==> config.mk <==
export PLATFORM = sky130hd
export DESIGN_NAME = pipe_sequencer_flat
export DESIGN_NICKNAME = d
export VERILOG_FILES = /design/src/rtl/game_pkg.sv /design/src/rtl/pipe_sequencer_if.sv /design/src/rtl/bcd_counter2.sv /design/src/rtl/pipe_sequencer.sv /design/src/flat_wrapper.sv
export SDC_FILE = /design/constraint.sdc
export NUM_CORES = 1
export LEC_CHECK = 0
export CAP_MARGIN = 20
export CORE_MARGIN = 8
export CORE_UTILIZATION = 47
export CTS_CLUSTER_DIAMETER = 120
export DETAILED_ROUTE_END_ITERATION = 8
export MAX_ROUTING_LAYER = met4
export PLACE_DENSITY_LB_ADDON = 0.05
export SLEW_MARGIN = 5
export SYNTH_ARGS = -nofsm -noshare
export SYNTH_HDL_FRONTEND = slang
export SYNTH_SLANG_ARGS = --single-unit
==> constraint.sdc <==
create_clock -name clk -period 3.97 [get_ports clk]
set_clock_uncertainty 0.1 [all_clocks]
set_input_delay 0.5955 -clock clk [delete_from_list [all_inputs] [get_ports clk]]
set_output_delay 0.5955 -clock clk [all_outputs]
set_load 0.05 [all_outputs]
==> src/rtl/game_pkg.sv <==
// game_pkg: sequencer state encoding and screen/score constants shared with the pipe and top level
package game_pkg;
  typedef enum logic [2:0] {IDLE, ARM, RUN, GAP, OVER} seq_state_t;
  localparam logic [9:0] DEF_LAST_X = 10'd639;
  localparam logic [8:0] DEF_LAST_Y = 9'd479;
  localparam logic [7:0] BCD_MAX = 8'h99;
endpackage

==> src/rtl/pipe_sequencer_if.sv <==
// pipe_sequencer_if: launch/done/score handshake between the sequencer and the pipe renderer
interface pipe_sequencer_if;
  logic updatepipe;
  logic pipe_reset;
  logic pipefinish;
  logic addscore;
  modport master (output updatepipe, pipe_reset, input pipefinish, addscore);
  modport slave (input updatepipe, pipe_reset, output pipefinish, addscore);
endinterface

==> src/rtl/bcd_counter2.sv <==
// bcd_counter2: two-digit BCD counter saturating at 99, clr wins over inc; nxt exposes the next value
module bcd_counter2 import game_pkg::*; (
  input  logic       clk,
  input  logic       rst_n,
  input  logic       clr,
  input  logic       inc,
  output logic [7:0] q,
  output logic [7:0] nxt
);
  always_comb nxt = clr ? 8'h00 :
                    (!inc || q == BCD_MAX) ? q :
                    (q[3:0] == 4'd9) ? {q[7:4] + 4'd1, 4'd0} : {q[7:4], q[3:0] + 4'd1};
  always_ff @(posedge clk or negedge rst_n)
    if (!rst_n) q <= 8'h00;
    else q <= nxt;
endmodule

==> src/rtl/pipe_sequencer.sv <==
// pipe_sequencer: launches pipe passes, spaces them by GAP_FRAMES frames, keeps score/high score,
// and ends the round on collision
module pipe_sequencer import game_pkg::*; #(
  parameter int         GAP_FRAMES = 30,
  parameter logic [9:0] LAST_X     = DEF_LAST_X,
  parameter logic [8:0] LAST_Y     = DEF_LAST_Y
) (
  input  logic               clk,
  input  logic               resetGame_n,
  input  logic               start,
  input  logic               collision,
  input  logic [9:0]         x,
  input  logic [8:0]         y,
  pipe_sequencer_if.master   p,
  output logic [7:0]         score,
  output logic [7:0]         hiscore,
  output logic               playing,
  output logic               game_over
);
  seq_state_t state, nxt;
  logic start_q, add_q, end_q, pipe_reset_q;
  logic [7:0] gap_cnt, score_nxt;
  logic start_rise, add_rise, at_end, tick, launch;
  assign at_end     = x == LAST_X && y == LAST_Y;
  assign tick       = at_end && !end_q;
  assign start_rise = start && !start_q;
  assign add_rise   = p.addscore && !add_q;
  assign launch     = start_rise && (state == IDLE || state == OVER);
  always_comb begin
    nxt = state;
    case (state)
      IDLE:    nxt = start_rise ? ARM : IDLE;
      ARM:     nxt = collision ? OVER : p.pipefinish ? ARM : RUN;
      RUN:     nxt = collision ? OVER : p.pipefinish ? GAP : RUN;
      GAP:     nxt = collision ? OVER : (tick && gap_cnt == 8'd1) ? ARM : GAP;
      OVER:    nxt = start_rise ? ARM : OVER;
      default: nxt = IDLE;
    endcase
  end
  bcd_counter2 u_score (
    .clk(clk), .rst_n(resetGame_n), .clr(launch), .inc(add_rise && state == RUN),
    .q(score), .nxt(score_nxt)
  );
  // hiscore takes score_nxt so a point scored on the collision cycle still counts
  always_ff @(posedge clk or negedge resetGame_n)
    if (!resetGame_n) begin
      state        <= IDLE;
      start_q      <= 1'b0;
      add_q        <= 1'b0;
      end_q        <= 1'b0;
      pipe_reset_q <= 1'b0;
      gap_cnt      <= 8'd0;
      hiscore      <= 8'h00;
    end else begin
      state        <= nxt;
      start_q      <= start;
      add_q        <= p.addscore;
      end_q        <= at_end;
      pipe_reset_q <= launch;
      if (state == RUN && nxt == GAP) gap_cnt <= 8'(GAP_FRAMES);
      else if (state == GAP && tick) gap_cnt <= gap_cnt - 8'd1;
      if (nxt == OVER && state != OVER && score_nxt > hiscore) hiscore <= score_nxt;
    end
  assign p.updatepipe = state == ARM || state == RUN;
  assign p.pipe_reset = pipe_reset_q;
  assign playing      = state == ARM || state == RUN || state == GAP;
  assign game_over    = state == OVER;
endmodule

==> src/flat_wrapper.sv <==
// flat-port wrapper written by rule: the top's interface ports become plain ports
module pipe_sequencer_flat import game_pkg::*;
#(
  parameter int         GAP_FRAMES = 30,
  parameter logic [9:0] LAST_X     = DEF_LAST_X,
  parameter logic [8:0] LAST_Y     = DEF_LAST_Y
)
  (clk, resetGame_n, start, collision, x, y, score, hiscore, playing, game_over, p_updatepipe, p_pipe_reset, p_pipefinish, p_addscore);
  pipe_sequencer_if p_i ();
  input  logic clk;
  input  logic resetGame_n;
  input  logic start;
  input  logic collision;
  input  logic [9:0] x;
  input  logic [8:0] y;
  output logic [7:0] score;
  output logic [7:0] hiscore;
  output logic playing;
  output logic game_over;
  output wire logic [$bits(p_i.updatepipe)-1:0] p_updatepipe;
  output wire logic [$bits(p_i.pipe_reset)-1:0] p_pipe_reset;
  input wire logic [$bits(p_i.pipefinish)-1:0] p_pipefinish;
  input wire logic [$bits(p_i.addscore)-1:0] p_addscore;
  assign p_updatepipe = p_i.updatepipe;
  assign p_pipe_reset = p_i.pipe_reset;
  assign p_i.pipefinish = p_pipefinish;
  assign p_i.addscore = p_addscore;
  pipe_sequencer #(.GAP_FRAMES(GAP_FRAMES), .LAST_X(LAST_X), .LAST_Y(LAST_Y)) u_core (.clk(clk), .resetGame_n(resetGame_n), .start(start), .collision(collision), .x(x), .y(y), .p(p_i), .score(score), .hiscore(hiscore), .playing(playing), .game_over(game_over));
endmodule
# Yosys cells after proc, flatten, opt, wreduce, memory -nomap -nowiden
# Cells that the tools add are included.
op_classes:
  magnitude_cmp: 1
  shift: 0
  addsub: 3
  eq_ne: 12
  reduce_logical: 21
  mux: 14
  n_div: 0
  n_mul: 0
  bitwise_logic: 0
ops:
  columns: ["cell", "count"]
  rows:
  - ["$mux W8", 5]
  - ["$pmux W3 S5", 1]
  - ["$mux W3", 4]
  - ["$logic_and A1 B1 Y1", 11]
  - ["$eq A10 B10 Y1 const B", 1]
  - ["$eq A3 B2 Y1 const B", 3]
  - ["$eq A9 B9 Y1 const B", 1]
  - ["$add A4 B1 Y4 const B", 2]
  - ["$eq A8 B1 Y1 const B", 1]
  - ["$eq A8 B8 Y1 const B", 1]
  - ["$gt A8 B8 Y1", 1]
  - ["$sub A8 B1 Y8 const B", 1]
  - ["$eq A3 B3 Y1 const B", 2]
  - ["$eq A4 B4 Y1 const B", 1]
  - ["$logic_not A1 Y1", 4]
  - ["$logic_or A1 B1 Y1", 4]
  - ["$mux W2", 2]
  - ["$eq A3 B1 Y1 const B", 1]
  - ["$logic_not A3 Y1", 1]
  - ["$ne A3 B3 Y1 const B", 1]
  - ["$mux W1", 2]
  - ["$reduce_bool A2 Y1", 1]
totals:
  regBits: 31
  mem_count: 0
  mem_bits_rw: 0
  rom_bits: 0
  output_inout_bits: 20
  latchBits: 0
  input_bits: 25

# Depth between registers and ports, before layout
# Gate-level depths: netlist of the first run.
logic_depth:
  word_depth: 10
  mapped_depth: 12

# By module
# Synthesis of the first run repeated with hierarchy kept, for this count alone.
unflattened:
  hier_cells: 178
  hier_area_um2: 1783.0
by_module_without_submodules:
  columns: ["module", "cells_per_inst", "instances", "area_each_um2", "seq_area_each_um2"]
  rows:
  - ["pipe_sequencer", 130, 1, 1328.8, 575.6]
  - ["bcd_counter2", 48, 1, 454.2, 200.2]

# Worst setup path after synthesis of the first run
# No wires, ideal clock.
synth_timing:
  path_type: "flip-flop to flip-flop"
  start: "register u_core.u_score.q[3]"
  end: "register u_core.hiscore[0]"
  arrival_ps: 3242
  period_less_slack_ps: 3466
  setup_time_ps: 125
  setup_slack_ps: 504
  path_stages_with_launch: 10
  cell_sequence: "dfrtp_1 -> or3b_1 -> nor4b_2 -> a21oi_1 -> a311oi_1 -> ha_1 -> nand4_1 -> a21o_1 -> a211oi_2 -> mux2_2"
synth_via:
  elab_chain_cells: 6
  word_cells_on_any_way: 9
  cone_classes: "1 x add/sub; 1 x order compare; 2 x eq/ne; 3 x mux; 2 x reduce/logical"
synth_rtl:
  columns: ["element", "line", "rtl"]
  rows:
  - ["start: declaration", "bcd_counter2.sv:7", "output logic [7:0] q,"]
  - ["start signal: assignment", "bcd_counter2.sv:15", "else q <= nxt;"]
  - ["$eq A4 B4 Y1 or $eq A8 B8 Y1 (tied branches)", "bcd_counter2.sv:12, bcd_counter2.sv:11", null]
  - ["$mux W8 or $logic_or A1 B1 Y1 (tied branches)", "bcd_counter2.sv:12, bcd_counter2.sv:11", null]
  - ["$mux W8 *", "bcd_counter2.sv:11", "(!inc || q == BCD_MAX) ? q :"]
  - ["$mux W8 *", "bcd_counter2.sv:10", "always_comb nxt = clr ? 8'h00 :"]
  - ["net u_core.score_nxt[5]", "pipe_sequencer.sv:22", "logic [7:0] gap_cnt, score_nxt;"]
  - ["$gt A8 B8 Y1 *", "pipe_sequencer.sv:62", "if (nxt == OVER && state != OVER && score_nxt > hiscore) hiscore <= score_nxt;"]
  - ["$logic_and A1 B1 Y1 *", "pipe_sequencer.sv:62", null]
  - ["end signal: assignment", "pipe_sequencer.sv:62", null]
  - ["end: declaration", "pipe_sequencer.sv:16", "output logic [7:0] hiscore,"]
# Mark *: on every way through the listed nets, which the timed path passes. The rest lies on a longest branch.
# A chain may end at the register's enable or synchronous reset.

# Final worst setup path of the first run
layout_timing:
  start: "input p_addscore"
  end: "register u_core.hiscore[5]"
layout_via:
  elab_chain_cells: 8
layout_rtl:
  columns: ["element", "line", "rtl"]
  rows:
  - ["start: declaration", "flat_wrapper.sv:23", "input wire logic [$bits(p_i.addscore)-1:0] p_addscore;"]
  - ["$logic_and A1 B1 Y1", "pipe_sequencer.sv:27", "assign add_rise = p.addscore && !add_q;"]
  - ["$logic_and A1 B1 Y1", "pipe_sequencer.sv:41", ".clk(clk), .rst_n(resetGame_n), .clr(launch), .inc(add_rise && state == RUN),"]
  - ["$logic_not A1 Y1", "bcd_counter2.sv:11", null]
  - ["$logic_or A1 B1 Y1", "bcd_counter2.sv:11", null]
  - ["$mux W8", "bcd_counter2.sv:11", null]
  - ["$mux W8", "bcd_counter2.sv:10", null]
  - ["net u_core.score_nxt[3]", "pipe_sequencer.sv:22", null]
  - ["$gt A8 B8 Y1", "pipe_sequencer.sv:62", null]
  - ["$logic_and A1 B1 Y1", "pipe_sequencer.sv:62", null]
# The timed path passes the listed nets, and every way through them passes these cells.

==> results of run 1 <==
## flip-flops by register name, summed over array words and instances, names as in the netlist
signal and cells:
u_core.gap_cnt 8, u_core.state 3, u_core.add_q 1, u_core.p.pipe_reset 1, u_core.hiscore 8, u_core.end_q 1
u_core.start_q 1, u_core.u_score.q 8
## stage by stage
stage | power (uW) | cells | hold slack, ns
floorplan | 498 | 174 | 0.200
global placement | 572 | 267 | 0.405
detailed placement | 579 | 267 | 0.422
CTS | 817 | 275 | 0.437
global route | 859 | 275 | 0.462
finish | 806 | 275 | 0.425
## kinds of logic after synthesis
logic type,count (synthesis),synth area share (%)
flip-flops,31,43.3
multiplexers,11,6.77
XOR/XNOR,4,1.95
buffers and inverters,17,3.63
AO/OA/AOI/OAI,27,11.0
AND/OR/NAND/NOR,71,24.4
adder cells (fa/ha/maj),13,8.93
## placed cells by master, fill, tap and decap left out, types with 4 or more instances in the layout
cell type | netlist | routed
a21oi_1 | 7 | 7
clkbuf_8 | 0 | 5
clkdlybuf4s50_1 | 0 | 44
buf_4 | 0 | 4
nand4_1 | 6 | 6
nor2b_1 | 5 | 5
nor3_1 | 4 | 4
nor2_1 | 11 | 11
ha_1 | 12 | 12
nand4b_1 | 6 | 6
dfrtp_1 | 31 | 31
o31ai_1 | 4 | 4
inv_1 | 14 | 14
mux2_2 | 8 | 8
nand3_1 | 5 | 5
nand2_1 | 11 | 11
## area by class of cell
type	instances	area, um2
Tap cell	48	60.1
Multi-Input combinational cell	126	952
Clock inverter	1	5.00
Fill cell	305	1270
Inverter	14	52.6
Timing Repair Buffer	48	470
Clock buffer	7	76.3
Sequential cell	31	776
## worst paths after layout
kind | endpoint | slack, ns
hold reg to reg | u_core.hiscore[7] | 0.42
setup reg to reg | u_core.hiscore[5] | 0.58
min in group asynchronous | u_core.gap_cnt[6] | 0.62
setup / recovery | u_core.hiscore[5] | 0.37
max in group asynchronous | u_core.end_q | 2.87
hold / removal | u_core.hiscore[7] | 0.42
## power by group
| part | switching (uW) | internal, uW |
|---|---|---|
| sequential | 35.8 | 346 |
| clock | 111 | 123 |
| combinational | 106 | 84.8 |
| total | 253 | 554 |
## Yosys cell counts, types with 4 or more instances
cell type and number:
nand4_1 6, nand3_1 5, nand4b_1 6, nand2_1 11, inv_1 14, nor2b_1 5, nor3_1 4, a21oi_1 7
nor2_1 11, o31ai_1 4, mux2_2 8, ha_1 12, dfrtp_1 31
## routing by layer
metal  GRT usage (%)  routed length, um
met1            15.3               1680
met2            27.1               2250
met3            4.61                228
met4            3.40                 27
met5               -                  0
==> results.toml, run 1 <==
[clocking]
numCtsBuffers = 5
path_clk_slew_ns = 0.06
post_cts.repair.setup_buffers = 0
clk_latency_ns = 0.28
cts_root_buffer = "clkbuf_8"
cts_buffer_depth = 2
tritoncts = "yes"
h-tree-depth = 2
clock_sinks = 31
cts_resized = 0
ctsHoldBuffers = 0

[worst_setup_path]
crit_type = "in -> reg"
slowest_delay_ns = 0.50
start_kind = "input port"
crit_chain = "clkdlybuf4s50_1, nand4bb_2, or3b_1, o31a_1, o221a_1, ha_1, o211ai_1, a21o_1, a211oi_2, buf_4, mux2_2"
startpoint = "p_addscore"
r2r_cells = 10
crit_required_ns = 4.03
crit_family = "compound AO/OA/AOI/OAI gates"
critPathCaptureType = "register"
rr_startpoint = "u_core.u_score.q[1]"
crit_fanout = 8
critPathArrivalTime_ns = 3.66
crit_slowest_cell = "clkdlybuf4s50_1"
cp_num_buf_inv = 2
cp.depth = 11

[worst_hold_path]
min_path_type = "reg -> reg"
worstHoldStart = "u_core.hiscore[7]"
min_path_cells = 1

[grt]
first_global_vias = 1638
overflow = 0
grt_pass1_wl_mm = 7.22
grt.total_usage_pct = 14.9
antenna_found_initial = 0
grt_max_degree = 32

[synth]
synth-seq-area-share_pct = 43.3
ys_ff_latch = 31
syn_area_um2 = 1790
syn_avg_cell_area_um2 = 10.3
netlist_instances = 174
synthDominantCellAreaShare_pct = 43.3
async_flop_share_pct = 100
yosys.area.top_type = "dfrtp_1"
synth_cell_types = 47
synth_nets = 211
yosysWarnings = 0
synthFlopType = "dfrtp_1"
synth.area.top_cells = "dfrtp_1 43%, ha_1 8.4%, mux2_2 5.0%"
synth_edf_count = 0

[sta]
post-route-period-util_pct = 90.6
tns_ns = 0
finalHoldViolations = 0
rsz0062_at_grt = "no"
slew_viol_final = 0
worstMarginPinSlew_ns = 0.512
timing.slew.headroom_pct = 65.8
finalCriticalPeriod_ns = 3.60
fmax_mhz = 278
worst_slack_ns = 0.373
setup_viol = 0

[route]
wl_mm = 4.19
antenna_left = 0
firstDrtPassIters = 5
drc = 0
drtIter0Drc = 51
viasPerCell = 5.40
dr_total_vias = 1486
wl_per_cell_um = 15.2

[floorplanning]
rows = 22
die_x_um = 77.8
die_area_um2 = 6050
start_util_pct = 49.0
io_pins = 45
dieHeight_um = 77.8
core_area_um2 = 3660

[power_and_ir_drop]
ir_drop_v = 0.000214
power_per_cell_area_nw_per_um2 = 337
leakagePower_uw = 0.00102

[placed_design]
placed_area_um2 = 2310
routabilityCongestion = 0.800
portBuffers = 44
place_ws_ns = 0.0827
place_hpwl_mm = 3.39

[finish]
fin_area_um2 = 2390
area_growth_pct = 33.4
drive_gt1_share_pct = 10.6
n_antenna_cell = 0
nets = 263
fin_util_pct = 65.3

[run]
drv_cap = 0

[outcome]
outcome = "complete, no violations"
No activity file was read; power rests on OpenSTA's default activity.
==> inputs of run 2 (changes only) <==
--- a/config.mk
+++ b/config.mk
@@ -8,8 +8,9 @@
 export CAP_MARGIN = 20
 export CORE_MARGIN = 8
 export CORE_UTILIZATION = 47
-export CTS_CLUSTER_DIAMETER = 120
+export CTS_CLUSTER_DIAMETER = 30
 export DETAILED_ROUTE_END_ITERATION = 8
+export GPL_TIMING_DRIVEN = 0
 export MAX_ROUTING_LAYER = met4
 export PLACE_DENSITY_LB_ADDON = 0.05
 export SLEW_MARGIN = 5
==> constraint.sdc (replaced) <==
create_clock -name clk -period 3.7 [get_ports clk]
set_clock_uncertainty 0.1 [all_clocks]
set_input_delay 0.555 -clock clk [delete_from_list [all_inputs] [get_ports clk]]
set_output_delay 0.555 -clock clk [all_outputs]
set_load 0.05 [all_outputs]
==> run 2 against run 1 <==
Net effect:
- critical endpoint is now u_core.hiscore[4]
- clock-buffer cell count is 1 lower
- critical path type is now reg -> reg
- combinational power is 10% higher
- largest power group unchanged
- highest routed layer unchanged
- core utilization is 2.2 points higher
- total power is 20% higher
- final area is 3.3% higher
- sequential power is 7.3% higher
==> results.toml, run 2 (synthesis gave the netlist of run 1 again) <==
[route]
drtIter0Drc = 51
antenna_left = 0
viasPerCell = 5.53
dr_total_vias = 1527
wl_per_cell_um = 14.9
wl_mm = 4.12
firstDrtPassIters = 4
drc = 0

[clocking]
clk_latency_ns = 0.28
cts_root_buffer = "clkbuf_8"
tritoncts = "yes"
cts_buffer_depth = 2
clock_sinks = 31
numCtsBuffers = 5
h-tree-depth = 2
path_clk_slew_ns = 0.07

[grt]
first_global_vias = 1606
antenna_found_initial = 0
grt.total_usage_pct = 14.5
grt_pass1_wl_mm = 7.01
overflow = 0
grt_max_degree = 32

[worst_setup_path]
r2r_cells = 11
crit_type = "reg -> reg"
r2r_slack_ns = 0.28
critPathArrivalTime_ns = 3.48
reg2reg_to = "u_core.hiscore[4]"
start_kind = "register"
crit_fanout = 7
startpoint = "u_core.state[2]"
critPathCaptureType = "register"
critPathCapture = "u_core.hiscore[4]"
crit_required_ns = 3.76
rr_startpoint = "u_core.state[2]"

[outcome]
outcome = "complete, no violations"

[floorplanning]
rows = 22
dieHeight_um = 77.8
core_area_um2 = 3660
die_x_um = 77.8
io_pins = 45
start_util_pct = 49.0
die_area_um2 = 6050

[sta]
slew_viol_final = 0
holdWs_ns = 0.214
fmax_mhz = 292
worstMarginPinSlew_ns = 0.685
rsz0062_at_grt = "no"
post-route-period-util_pct = 92.4
finalCriticalPeriod_ns = 3.42
setup_viol = 0
timing.slew.headroom_pct = 54.3
worst_slack_ns = 0.280
tns_ns = 0
finalHoldViolations = 0

[run]
drv_cap = 0

[finish]
drive_gt1_share_pct = 11.8
layout_commonest_cell = "clkdlybuf4s50_1"
nets = 264
area_growth_pct = 37.8
fillCellCount = 298
top_regs = "u_core.gap_cnt x8, u_core.hiscore x8, u_core.u_score.q x8"
final_cell_mix = "42 x clkdlybuf4s50_1, 31 x dfrtp_1, 14 x inv_1"
n_antenna_cell = 0

[power_and_ir_drop]
ir_drop_v = 0.000258
power_per_cell_area_nw_per_um2 = 390
leakagePower_uw = 0.00106

[worst_hold_path]
min_path_type = "in -> async"

[placed_design]
routabilityCongestion = 0.802
place_hpwl_mm = 3.28
place_ws_ns = -0.481
portBuffers = 44
==> run 2: through the flow <==
step | area (um2) | std cells | util (%) | total power, uW
2_1_floorplan | 1790 | 174 | - | 534
3_3_place_gp | 2290 | 266 | 62.6 | 612
3_5_place_dp | 2290 | 266 | 62.5 | 619
4_1_cts | 2430 | 276 | 66.3 | 969
5_1_grt | 2470 | 276 | 67.5 | 1020
6_report | 2470 | 276 | 67.5 | 965
==> run 2: timing repair <==
action	CTS	global route
hold buffers	0	0
setup buffers	2	0
setup endpoints to repair	8	8
resized for setup	1	5
pin swaps	1	0
endpoints found under the hold margin	0	0
==> run 2: critical path, cell delays in order (launching register included) <==
cell       delay [ns]
dfrtp_1          0.44
nand4bb_4        0.29
or3b_1           0.36
buf_2            0.16
or4_4            0.53
a21oi_4          0.18
ha_1             0.16
nand4_1          0.11
a21o_1           0.21
a211oi_4         0.25
buf_4            0.17
mux2_2           0.33
==> run 2: area by class of cell <==
type	instances	area [um2]	share of cell area, %
plain buffers	3	12.5	0.506
inverters	14	52.6	2.13
repair buffers	46	453	18.3
flip-flops and latches	31	776	31.4
clock inverters	2	35.0	1.42
clock buffers	6	82.6	3.34
multi-input cells	126	1000	40.5
well taps	48	60.1	2.43
==> run 2: worst min path at each step <==
| stage | end | cells after the start |
|---|---|---|
| floorplan | u_core.add_q | 0 |
| global placement | u_core.hiscore[7] | 1 |
| detailed placement | u_core.hiscore[7] | 1 |
| CTS | u_core.u_score.q[0] | 1 |
| global route | u_core.hiscore[2] | 1 |
| finish | u_core.state[0] | 1 |
==> run 2: where the power goes <==
part | total (uW) | leakage [uW] | switching, uW | internal (uW)
combinational | 209 | 0.000578 | 116 | 93.1
clock | 345 | 0.0000612 | 127 | 218
sequential | 410 | 0.000419 | 39.3 | 371
total | 965 | 0.00106 | 283 | 682
==> run 2: layer usage <==
metal  vias to the layer above  wire [um]  GRT usage, %
li1                        743          -             -
met1                       740       1710          14.7
met2                        37       2090          25.1
met4                         0         87          5.47
met3                         7        234          4.95
met5                         -          0             -
